$ cat config.mk
export PLATFORM = sky130hd
export DESIGN_NAME = display_scan_scheduler
export DESIGN_NICKNAME = d
export VERILOG_FILES = /design/src/rtl/display_scan_scheduler.sv
export SDC_FILE = /design/constraint.sdc
export NUM_CORES = 1
export LEC_CHECK = 0
export BUFFER_PORTS_ARGS = -buffer_cell sky130_fd_sc_hd__clkbuf_2
export CAP_MARGIN = 25
export CORE_MARGIN = 2
export CORE_UTILIZATION = 45
export DETAILED_ROUTE_END_ITERATION = 8
export PLACE_DENSITY_LB_ADDON = 0.2
export SYNTH_ARGS = -nofsm -noshare
export SYNTH_HDL_FRONTEND = slang
export SYNTH_SLANG_ARGS = --single-unit
$ cat constraint.sdc
create_clock -name clk -period 4.5 [get_ports clk]
set_input_delay 0.9 -clock clk [delete_from_list [all_inputs] [get_ports clk]]
set_output_delay 0.9 -clock clk [all_outputs]
set_load 0.01 [all_outputs]
$ cat src/rtl/display_scan_scheduler.sv
// rtl/display_scan_scheduler.sv - LED panel row/bit-plane scan sequencer (SHIFT->BLANK->LATCH->DISPLAY)
// Optional pulse-generator alignment checker: define DISPLAY_SCAN_SYNC_CHECK_EN.

module display_scan_scheduler #(
    parameter int ROWS         = 16,
    parameter int BITWIDTH     = 8,
    parameter int BLANK_CYCLES = 2
) (
    input  logic                        clk,
    input  logic                        rst,
    input  logic                        enable,
    output logic                        shift_start,
    input  logic                        shift_done,
    output logic [$clog2(ROWS)-1:0]     shift_row,
    output logic [$clog2(BITWIDTH)-1:0] shift_plane,
    output logic                        pulse_go,
    input  logic                        pulse_complete,
    input  logic                        pulse_full_complete,
    input  logic [$clog2(BITWIDTH)-1:0] pulse_select,
    output logic [$clog2(ROWS)-1:0]     row_addr,
    output logic                        latch,
    output logic                        oe_n,
    output logic                        frame_done,
`ifdef DISPLAY_SCAN_SYNC_CHECK_EN
    output logic                        sync_error,
`endif
    output logic                        busy
);

    localparam int RW = $clog2(ROWS);
    localparam int BW = $clog2(BITWIDTH);
    localparam int CW = $clog2(BLANK_CYCLES + 1);
    localparam logic [RW-1:0] ROW_LAST   = RW'(ROWS - 1);
    localparam logic [BW-1:0] PLANE_LAST = BW'(BITWIDTH - 1);
    localparam logic [CW-1:0] BLANK_LAST = CW'(BLANK_CYCLES - 1);

    typedef enum logic [2:0] {
        S_IDLE,
        S_SHIFT,
        S_BLANK,
        S_LATCH,
        S_DISPLAY
    } state_t;

    state_t          state, state_d;
    logic [CW-1:0]   blank_cnt, blank_cnt_d;
    logic            shift_start_d, latch_d, frame_done_d, pulse_go_d, oe_n_d;
    logic [RW-1:0]   row_addr_d, shift_row_d;
    logic [BW-1:0]   shift_plane_d;
    logic            plane_wrap, row_wrap, display_done, frame_end;

    assign plane_wrap   = (shift_plane == PLANE_LAST);
    assign row_wrap     = (shift_row == ROW_LAST);
    assign display_done = (state == S_DISPLAY) && pulse_complete;
    assign frame_end    = display_done && plane_wrap && row_wrap;
    assign busy         = (state != S_IDLE);

`ifdef DISPLAY_SCAN_SYNC_CHECK_EN
    logic mismatch, force_blank, force_blank_d;

    // shift_plane still holds the displayed plane until the completion edge
    assign mismatch      = display_done &&
                           ((pulse_select != shift_plane) || (pulse_full_complete != plane_wrap));
    assign force_blank_d = (force_blank || mismatch) && !frame_end;

    always_ff @(posedge clk) begin
        if (rst) begin
            force_blank <= 1'b0;
            sync_error  <= 1'b0;
        end else begin
            force_blank <= force_blank_d;
            sync_error  <= sync_error || mismatch;
        end
    end
`else
    logic unused_inputs;
    assign unused_inputs = ^{pulse_select, pulse_full_complete};
`endif

    always_ff @(posedge clk) begin
        if (rst) begin
            state <= S_IDLE;
        end else begin
            state <= state_d;
        end
    end

    always_comb begin
        state_d       = state;
        blank_cnt_d   = blank_cnt;
        shift_start_d = 1'b0;
        latch_d       = 1'b0;
        frame_done_d  = 1'b0;
        pulse_go_d    = pulse_go;
        oe_n_d        = oe_n;
        row_addr_d    = row_addr;
        shift_row_d   = shift_row;
        shift_plane_d = shift_plane;

        case (state)
            S_IDLE: begin
                oe_n_d     = 1'b1;
                pulse_go_d = 1'b0;
                if (enable) begin
                    state_d       = S_SHIFT;
                    shift_start_d = 1'b1;
                end
            end
            // oe_n is held so the previous plane stays lit while the next one shifts in
            S_SHIFT: begin
                if (shift_done) begin
                    state_d     = S_BLANK;
                    blank_cnt_d = '0;
                    oe_n_d      = 1'b1;
                end
            end
            S_BLANK: begin
                oe_n_d = 1'b1;
                if (blank_cnt == BLANK_LAST) begin
                    state_d    = S_LATCH;
                    latch_d    = 1'b1;
                    row_addr_d = shift_row;
                end else begin
                    blank_cnt_d = blank_cnt + 1'b1;
                end
            end
            S_LATCH: begin
                state_d    = S_DISPLAY;
                pulse_go_d = 1'b1;
                oe_n_d     = 1'b0;
            end
            S_DISPLAY: begin
                if (pulse_complete) begin
                    pulse_go_d    = 1'b0;
                    shift_plane_d = plane_wrap ? '0 : shift_plane + 1'b1;
                    if (plane_wrap) begin
                        shift_row_d = row_wrap ? '0 : shift_row + 1'b1;
                    end
                    // enable is only honoured here so the generator plane index never slips
                    if (frame_end) begin
                        frame_done_d = 1'b1;
                        if (enable) begin
                            state_d       = S_SHIFT;
                            shift_start_d = 1'b1;
                        end else begin
                            state_d = S_IDLE;
                            oe_n_d  = 1'b1;
                        end
                    end else begin
                        state_d       = S_SHIFT;
                        shift_start_d = 1'b1;
                    end
                end
            end
            default: begin
                state_d = S_IDLE;
            end
        endcase

`ifdef DISPLAY_SCAN_SYNC_CHECK_EN
        if (force_blank_d) begin
            oe_n_d = 1'b1;
        end
`endif
    end

    always_ff @(posedge clk) begin
        if (rst) begin
            blank_cnt   <= '0;
            shift_start <= 1'b0;
            latch       <= 1'b0;
            frame_done  <= 1'b0;
            pulse_go    <= 1'b0;
            oe_n        <= 1'b1;
            row_addr    <= '0;
            shift_row   <= '0;
            shift_plane <= '0;
        end else begin
            blank_cnt   <= blank_cnt_d;
            shift_start <= shift_start_d;
            latch       <= latch_d;
            frame_done  <= frame_done_d;
            pulse_go    <= pulse_go_d;
            oe_n        <= oe_n_d;
            row_addr    <= row_addr_d;
            shift_row   <= shift_row_d;
            shift_plane <= shift_plane_d;
        end
    end

endmodule

==> results.tsv, run 1 <==
stage	metric	value	unit
power_and_ir_drop	swShare	0.262	
routing	drt_iter0_markers	16	
global_route	grt_pass1_wl	3380	µm
power_and_ir_drop	powerDensity	278	nW/µm²
clock_network	cts_tree	done	
die	die_x	52.0	µm
sta	slew_headroom	0.636	
synth	synth_fa_ha_area_frac	0.0484	
power_and_ir_drop	p_clk_frac	0.277	
layout	fin_cells	163	
synth	synthXorXnorAreaFrac	0	
synth	syn_nets	129	
clock_network	h-tree-depth	1	
routing	ant_nets	0	
worst_hold_path	min_to	shift_plane[1]	
die	start_util	0.472	
global_route	overflow	0	
routing	dr_total_vias	880	
power_and_ir_drop	seqPwrFrac	0.608	
die	io_pins	26	
placed_design	dp.cells	159	
sta	fmax	453	MHz
critical_path	critPathKind	register to output pin	
routing	route.detailed.drc	0	
critical_path	critPathMaxFanout	18	
sta	finalHoldViolCount	0	
worst_hold_path	min_path_type	register to register	
placed_design	postPlaceCellArea	1140	µm²
layout	utilization	0.535	
die	coreArea	2190	µm²
placed_design	io_buffer_count	21	
synth	synth.area.mux_share	0.0605	
routing	wire_per_inst	12.2	µm
status	run_status	complete, no violations	
sta	rsz0062_at_grt	no	
synth	yosys.area_share.simple	0.276	
critical_path	reg2regPathDepth	5	
clock_network	cts_resized	0	
critical_path	worstSetupEndpointType	output pin	
layout	area_delta_synth_final	13.3	%
die	die-area	2700	µm²
layout	antenna_cells	0	
power_and_ir_drop	leakage	0.488	nW
layout	layout-drive-gt1-share	0.237	
critical_path	r2r_end	shift_row[3]	
routing	drt-pass1-iter-count	4	
layout	final_area	1170	µm²
global_route	grt_max_degree	25	
clock_network	cts_root_buffer	clkbuf_4	
synth	yosys_most_used_dff	dfxtp_1	
power_and_ir_drop	ir_drop	0.192	mV
sta	slew_viol_final	0	
clock_network	clkLatencyLatePin	0.30	ns
global_route	antenna_found_initial	0	
synth	synth_area	1030	µm²
die	num_rows	17	
sta	final-setup-viol-count	0	
worst_hold_path	min_from	shift_plane[1]	
synth	syn_inst	116	
clock_network	postCtsSetupBuffers	0	
synth	synth_top_family_by_area	simple AND/OR/NAND/NOR gates	
power_and_ir_drop	p_switching	0.0854	mW
critical_path	r2r_start	shift_plane[0]	
layout	finalNetCount	149	
clock_network	clk_path_buf_depth	2	
critical_path	reg2reg_setup_slack	2.81	ns
synth	synth-compound-area-share	0.161	
synth	ys_async_sr_fraction	0	
sta	finalCritPeriodShare	0.491	
critical_path	cp-start-kind	register	
placed_design	globalplace.congestion	0.806	
sta	period_needed	2.21	ns
clock_network	clock_sinks	21	
power_and_ir_drop	power	0.326	mW
routing	viasPerCell	5.40	
synth	ys_ff_latch	21	
critical_path	cp.arrival	1.31	ns
routing	wl	1980	µm
critical_path	max_stage_delay	0.50	ns
clock_network	cts_buffers	3	
die	die_h	52.0	µm
worst_hold_path	whs_path_depth	2	
power_and_ir_drop	p_int	0.241	mW
synth	yosys.area.top_type	dfxtp_1	
synth	synth_warnings	0	
critical_path	cp_cell_sequence	or3_1 > clkbuf_2	
clock_network	cts_hold_buf	0	
sta	skew	0.00616	ns
synth	avgSynthCellArea	8.92	µm²
global_route	grt_use_total	0.165	
synth	synth_top_area_frac	0.406	
global_route	grt_pass1_vias	778	
synth	yosysSeqAreaShare	0.406	
sta	worst_pin_slew	0.545	ns
placed_design	hpwl	1410	µm
synth	synth_edf_count	0	
clock_network	clkTransAtPathRegs	0.12	ns
synth	synth_area_leaders	dfxtp_1 41%, a21oi_1 5.3%, ha_1 4.8%	
run	max_cap_viol_count	0	
power_and_ir_drop	p_comb_frac	0.115	
critical_path	critical_path.slowest_cell	dfxtp_1	
synth	ys_types	35	
critical_path	cp.required	3.60	ns
sta	fin_tns_setup	0	ns
==> kinds of logic (layout without fill, tap and decap cells) <==
family | count (synthesis) | count (layout)
simple gates | 48 | 48
buf+inv | 11 | 30
flops | 21 | 21
mux | 6 | 6
compound gates | 26 | 26
fa+ha+maj | 4 | 4
==> cell type report <==
class                      count  area (µm²)
clock buffer                   3        22.5
clock inverter                 1        5.00
fill                         215        1020
inverter                       4        15.0
multi-input combinational     84         564
sequential                    21         420
tap                           28        35.0
timing repair buffer          22         110
==> layout by cell type (no fill, tap or decap), drive strengths merged, types with 2 or more instances in the layout <==
cell type	Yosys	routed
a211oi	2	2
a21oi	11	11
clkbuf	2	24
dfxtp	21	21
ha	4	4
inv	4	4
mux2	2	2
mux2i	4	4
nand2	8	8
nand2b	6	6
nand3	4	4
nor2	9	9
nor2b	3	3
nor3	5	5
o21ai	6	6
o31ai	2	2
or3	3	3
==> power groups by stage <==
stage / logic (mW) / registers [mW] / clock network (mW)
3_3_place_gp: 0.0366 / 0.202 / 0
3_5_place_dp: 0.0376 / 0.202 / 0
2_1_floorplan: 0.0322 / 0.197 / 0
4_1_cts: 0.0379 / 0.198 / 0.0942
6_report: 0.0376 / 0.198 / 0.0904
5_1_grt: 0.0422 / 0.199 / 0.102
==> registers in the layout (all words and copies together) (netlist names), 2 cells and up <==
register / cells
blank_cnt: 2
row_addr: 4
shift_plane: 3
shift_row: 4
state: 3
==> routing by layer <==
layer,global-route usage,vias to the layer above,wire length [µm]
li1,-,453,-
met5,0,-,0
met4,0.0658,0,33
met3,0.0287,5,61
met1,0.217,404,931
met2,0.266,18,957
==> through the flow <==
| step | setup WS [ns] | hold WS (ns) |
|---|---|---|
| after floorplan | 2.67 | 0.473 |
| after global placement | 2.52 | 0.460 |
| after detailed placement | 2.56 | 0.469 |
| after CTS | 2.29 | 0.486 |
| after global routing | 2.21 | 0.517 |
| final | 2.29 | 0.478 |
==> critical path, delay by kind of cell (launching register included) <==
kind / cells / cell delay (ns)
flops: 1 / 0.50
simple gates: 1 / 0.37
buf+inv: 1 / 0.13
==> cells in the mapped netlist (all sizes together), types with 2 or more instances <==
cell    number
dfxtp       21
a21oi       11
nor2         9
nand2        8
nand2b       6
o21ai        6
buf          5
nor3         5
ha           4
inv          4
mux2i        4
nand3        4
nor2b        3
or3          3
a211oi       2
clkbuf       2
mux2         2
o31ai        2
==> worst max-delay path by stage <==
stage | start | to | cells past startpoint
floorplan | state[2] | busy | 3
CTS | state[2] | busy | 2
global placement | blank_cnt[0] | row_addr[0] | 4
global route | state[2] | busy | 2
detailed placement | pulse_complete | shift_row[0] | 4
finish | state[2] | busy | 2
Note: power is estimated with default switching activity, not from simulation.
==> inputs of run 2 (changes only) <==
Clock period 4.5 ns to 2.1 ns, I/O delays scaled along.
==> run 2 against run 1 <==
Effect of this change: register-to-register slack lost 2.4 ns; critical endpoint unchanged; cell area grew 0.11%; clock-buffer cell count grew 1; largest power group unchanged; critical path depth is the same; flip-flop and latch count is the same; first-iteration DRC count shrank 6.3%.
==> results.tsv, run 2 (synthesis gave the netlist of run 1 again) <==
stage	metric	value	unit	change
layout	antenna_cells	0		unchanged
sta	finalWorstSetupSlack	0.383	ns	was 2.29 ns
power_and_ir_drop	ir_drop	0.349	mV	was 0.192 mV
placed_design	hpwl	1430	µm	was 1410 µm
clock_network	h-tree-depth	1		unchanged
clock_network	cts_tree	done		unchanged
sta	finalCritPeriodShare	0.818		
global_route	grt_use_total	0.164		was 0.165
run	max_cap_viol_count	0		unchanged
die	start_util	0.472		unchanged
power_and_ir_drop	leakage	0.486	nW	was 0.488 nW
critical_path	worstSetupEndpointType	output pin		unchanged
sta	slew_viol_final	0		unchanged
die	io_pins	26		unchanged
routing	drt_iter0_markers	15		was 16
die	num_rows	17		unchanged
layout	layout-drive-gt1-share	0.230		was 0.237
critical_path	cp.arrival	1.30	ns	was 1.31 ns
routing	dr_total_vias	889		was 880
layout	utilization	0.536		was 0.535
critical_path	critPathKind	register to output pin		unchanged
critical_path	cp_cell_sequence	or3_1 > clkbuf_2		unchanged
sta	rsz0062_at_grt	no		unchanged
clock_network	clock_sinks	21		unchanged
critical_path	cp-start-kind	register		unchanged
layout	area_delta_synth_final	13.4	%	was 13.3%
die	die-area	2700	µm²	unchanged
sta	fin_tns_setup	0	ns	unchanged
critical_path	cp.required	1.68	ns	was 3.60 ns
clock_network	cts_buffers	3		unchanged
global_route	grt_pass1_wl	3350	µm	was 3380 µm
sta	finalHoldViolCount	0		unchanged
layout	finalNetCount	149		unchanged
die	coreArea	2190	µm²	unchanged
clock_network	cts_resized	0		unchanged
layout	multi_input_area	564	µm²	unchanged
layout	n_fill_cell	217		was 215
layout	seq_area	420	µm²	unchanged
sta	fmax	582	MHz	
layout	final_area	1170	µm²	about the same
global_route	grt_max_degree	25		unchanged
clock_network	clkLatencyLatePin	0.29	ns	was 0.30 ns
placed_design	postPlaceCellArea	1150	µm²	was 1140 µm²
sta	period_needed	1.72	ns	
routing	wire_per_inst	11.9	µm	was 12.2 µm
sta	slew_headroom	0.636		about the same
clock_network	postCtsSetupBuffers	0		unchanged
routing	viasPerCell	5.45		was 5.40
critical_path	max_stage_delay	0.49	ns	was 0.50 ns
die	die_h	52.0	µm	unchanged
routing	ant_nets	0		unchanged
clock_network	clkTransAtPathRegs	0.11	ns	was 0.12 ns
clock_network	cts_root_buffer	clkbuf_4		unchanged
global_route	overflow	0		unchanged
sta	skew	0.00484	ns	was 0.00616 ns
critical_path	critical_path.slowest_cell	dfxtp_1		unchanged
layout	reg_top3	row_addr (4), shift_row (4)		unchanged
routing	drt-pass1-iter-count	4		unchanged
placed_design	globalplace.congestion	0.807		was 0.806
worst_hold_path	min_path_type	input port to register		was register to register
status	run_status	complete, no violations		unchanged
power_and_ir_drop	powerDensity	588	nW/µm²	was 278 nW/µm²
routing	route.detailed.drc	0		unchanged
critical_path	critPathMaxFanout	18		unchanged
clock_network	cts_hold_buf	0		unchanged
placed_design	io_buffer_count	21		unchanged
global_route	grt_pass1_vias	794		was 778
sta	final-setup-viol-count	0		unchanged
die	die_x	52.0	µm	unchanged
sta	worst_pin_slew	0.545	ns	about the same
layout	final_cell_mix	21 x dfxtp_1, 21 x clkbuf_2, 11 x a21oi_1		unchanged
clock_network	clk_path_buf_depth	2		unchanged
global_route	antenna_found_initial	0		unchanged
routing	wl	1950	µm	was 1980 µm
placed_design	dp_slack	0.426	ns	was 2.56 ns
-- run 2: through the flow --
stage | instances | power (mW) | hold WS (ns)
after floorplan | 116 | 0.491 | 0.473
after global placement | 159 | 0.512 | 0.461
after detailed placement | 159 | 0.514 | 0.469
after CTS | 163 | 0.701 | 0.381
after global routing | 163 | 0.727 | 0.400
final | 163 | 0.690 | 0.404
-- run 2: worst max-delay path, delay by kind of cell, from the launching register on --
kind,cells,cell delay [ns]
buffers and inverters,1,0.13
flip-flops,1,0.49
AND/OR/NAND/NOR,1,0.38
-- run 2: final timing paths --
| kind | start | end | slack (ns) | cells after the start |
|---|---|---|---|---|
| max | state[2] | busy | 0.38 | 2 |
| max reg2reg | shift_plane[0] | shift_row[3] | 0.42 | 5 |
| min | enable | shift_start | 0.40 | 3 |
| min reg2reg | shift_plane[1] | shift_plane[1] | 0.48 | 2 |
-- run 2: power by group --
part           internal (mW)  total [mW]  switching, mW  leakage (nW)
combinational         0.0376      0.0805         0.0429         0.301
sequential             0.407       0.425         0.0176         0.170
clock                 0.0738       0.184          0.110        0.0150
total                  0.519       0.690          0.171         0.486
-- run 2: layout make-up --
| cell class | count | area share |
|---|---|---|
| Clock buffer | 4 | 0.0224 |
| Inverter | 4 | 0.0128 |
| Multi-Input combinational cell | 84 | 0.481 |
| Sequential cell | 21 | 0.358 |
| Tap cell | 28 | 0.0299 |
| Timing Repair Buffer | 22 | 0.0959 |
-- run 2: routing by layer --
metal | vias up | global-route usage | part of all wire
li1 | 455 | - | -
met2 | 18 | 0.262 | 0.47
met4 | 0 | 0.0658 | 0.0062
met5 | - | 0 | 0
met3 | 2 | 0.0345 | 0.038
met1 | 414 | 0.214 | 0.49
==> inputs of run 3 (changes only) <==
Clock period 2.1 ns to 1.51 ns, I/O delays scaled along.
==> run 3 against run 2 <==
Effect of this change: sequential power increased by 37%; register-to-register slack got worse by 0.39 ns; core utilization increased by 9.5 points; combinational power increased by 110%; largest power group unchanged.
==> results.tsv, run 3 (synthesis gave the netlist of run 1 again) <==
stage	metric	value	unit	change
power_and_ir_drop	powerDensity	747	nW/µm²	was 588 nW/µm²
sta	worst_pin_slew	0.378	ns	was 0.545 ns
status	run_status	complete, no violations		unchanged
die	start_util	0.472		unchanged
die	die_h	52.0	µm	unchanged
placed_design	hpwl	1660	µm	was 1430 µm
critical_path	reg2regPathDepth	5		unchanged
critical_path	critPathMaxFanout	9		was 18
clock_network	cts_root_buffer	clkbuf_4		unchanged
routing	drt_iter0_markers	22		was 15
sta	slew_headroom	0.746		was 0.636
routing	route.detailed.drc	0		unchanged
layout	area_delta_synth_final	33.6	%	was 13.4%
layout	fin_cells	180		was 163
clock_network	cts_tree	done		unchanged
die	die_x	52.0	µm	unchanged
routing	dr_total_vias	988		was 889
clock_network	h-tree-depth	1		unchanged
sta	period_needed	1.51	ns	
clock_network	clkLatencyLatePin	0.31	ns	was 0.29 ns
critical_path	r2r_end	blank_cnt[1]		was shift_row[3]
sta	finalCritPeriodShare	0.997		
sta	skew	0.00362	ns	was 0.00484 ns
critical_path	crit_end	busy		unchanged
placed_design	io_buffer_count	21		unchanged
sta	final-setup-viol-count	0		unchanged
placed_design	dp.cells	172		was 159
layout	final_cell_mix	21 x clkbuf_2, 17 x buf_4, 14 x dfxtp_1		was 21 x dfxtp_1, 21 x clkbuf_2, 11 x a21oi_1
global_route	grt_use_total	0.188		was 0.164
global_route	overflow	0		unchanged
critical_path	cp.required	1.21	ns	was 1.68 ns
critical_path	startpoint	state[0]		was state[2]
critical_path	cp.arrival	1.20	ns	was 1.30 ns
routing	viasPerCell	5.49		was 5.45
critical_path	critPathKind	register to output pin		unchanged
critical_path	reg2reg_setup_slack	0.03	ns	was 0.42 ns
routing	wl	2350	µm	was 1950 µm
global_route	antenna_found_initial	0		unchanged
die	die-area	2700	µm²	unchanged
critical_path	critical_path.slowest_cell	dfxtp_4		was dfxtp_1
die	io_pins	26		unchanged
routing	drt-pass1-iter-count	4		unchanged
layout	antenna_cells	0		unchanged
clock_network	clk_path_buf_depth	2		unchanged
critical_path	worstSetupEndpointType	output pin		unchanged
run	max_cap_viol_count	0		unchanged
layout	final_area	1380	µm²	was 1170 µm²
sta	slew_viol_final	0		unchanged
placed_design	globalplace.congestion	0.784		was 0.807
layout	finalNetCount	166		was 149
clock_network	clock_sinks	21		unchanged
power_and_ir_drop	leakage	0.578	nW	was 0.486 nW
sta	fmax	664	MHz	
clock_network	cts_buffers	3		unchanged
layout	n_fill_cell	186		was 217
layout	layout-drive-gt1-share	0.428		was 0.230
critical_path	max_stage_delay	0.40	ns	was 0.49 ns
placed_design	postPlaceCellArea	1250	µm²	was 1150 µm²
layout	utilization	0.631		was 0.536
die	num_rows	17		unchanged
layout	reg_top3	row_addr (4), shift_row (4)		unchanged
layout	layout.cells.most_common	clkbuf_2		
critical_path	cp-start-kind	register		unchanged
sta	finalHoldViolCount	0		unchanged
die	coreArea	2190	µm²	unchanged
critical_path	r2r_start	blank_cnt[1]		was shift_plane[0]
global_route	grt_pass1_wl	3860	µm	was 3350 µm
worst_hold_path	min_path_type	input port to register		unchanged
global_route	grt_max_degree	18		was 25
clock_network	clkTransAtPathRegs	0.12	ns	was 0.11 ns
power_and_ir_drop	ir_drop	0.426	mV	was 0.349 mV
critical_path	cp_cell_sequence	or3_1 > clkbuf_2		unchanged
routing	ant_nets	0		unchanged
sta	rsz0062_at_grt	yes		was no
routing	wire_per_inst	13.1	µm	was 11.9 µm
global_route	grt_pass1_vias	866		was 794
run 3: cell count changes in the layout (fill, tap and decap cells not counted), moves of 3 or more:
cell and delta:
dfxtp_1 -7, ha_1 -3, buf_4 +16, dfxtp_4 +3, dfxtp_2 +4
run 3: how the worst min path moves through the flow:
stage	from	to	slack [ns]	cells after the start
floorplan	enable	shift_start	0.45	2
global placement	shift_plane[1]	shift_plane[1]	0.45	2
detailed placement	shift_plane[1]	shift_plane[1]	0.47	2
CTS	enable	shift_start	0.25	3
global route	enable	shift_start	0.28	3
finish	enable	shift_start	0.28	3
run 3: metal layers:
layer	track usage	part of all wire	vias to the layer above	routed length (µm)
li1	-	-	494	-
met1	0.248	0.46	473	1070
met2	0.319	0.50	21	1180
met3	0.0259	0.041	0	96
met4	0.0526	0	0	0
met5	0	0	-	0
run 3: power by group:
group / leakage, nW / switching (mW) / internal [mW] / total (mW)
Sequential: 0.174 / 0.0168 / 0.567 / 0.584
Clock: 0.0150 / 0.179 / 0.103 / 0.282
Combinational: 0.389 / 0.0823 / 0.0843 / 0.167
run 3: timing repair:
item / in CTS / in global routing
pin swaps: 3 / 4
hold endpoints to repair: 0 / 0
buffers inserted: 4 / 1
resized for setup: 14 / 7
setup endpoints to repair: 8 / 9
hold buffers: 0 / 0
run 3: per-stage QoR:
| stage | hold WS (ns) | TNS [ns] | setup slack [ns] | total power, mW |
|---|---|---|---|---|
| global placement | 0.448 | -0.0109 | -0.00619 | 0.729 |
| detailed placement | 0.467 | -0.192 | -0.0488 | 0.733 |
| floorplan | 0.449 | 0 | 0.000997 | 0.683 |
| global route | 0.281 | -0.0719 | -0.0599 | 1.08 |
| CTS | 0.253 | 0 | 0.00363 | 1.03 |
| finish | 0.280 | 0 | 0.00386 | 1.03 |
run 3: final cells by class:
class,instances,area [µm²],area share
clock buffer,4,26.3,0.0190
inverter,4,15.0,0.0109
multi-input combinational,84,626,0.452
sequential,21,437,0.316
tap,28,35.0,0.0253
timing repair buffer,39,244,0.176
run 3: critical path: cells and delay by family (launching register included):
kind	cells	cell delay, ns
and+or+nand+nor	1	0.37
DFF	1	0.40
buffers and inverters	1	0.13
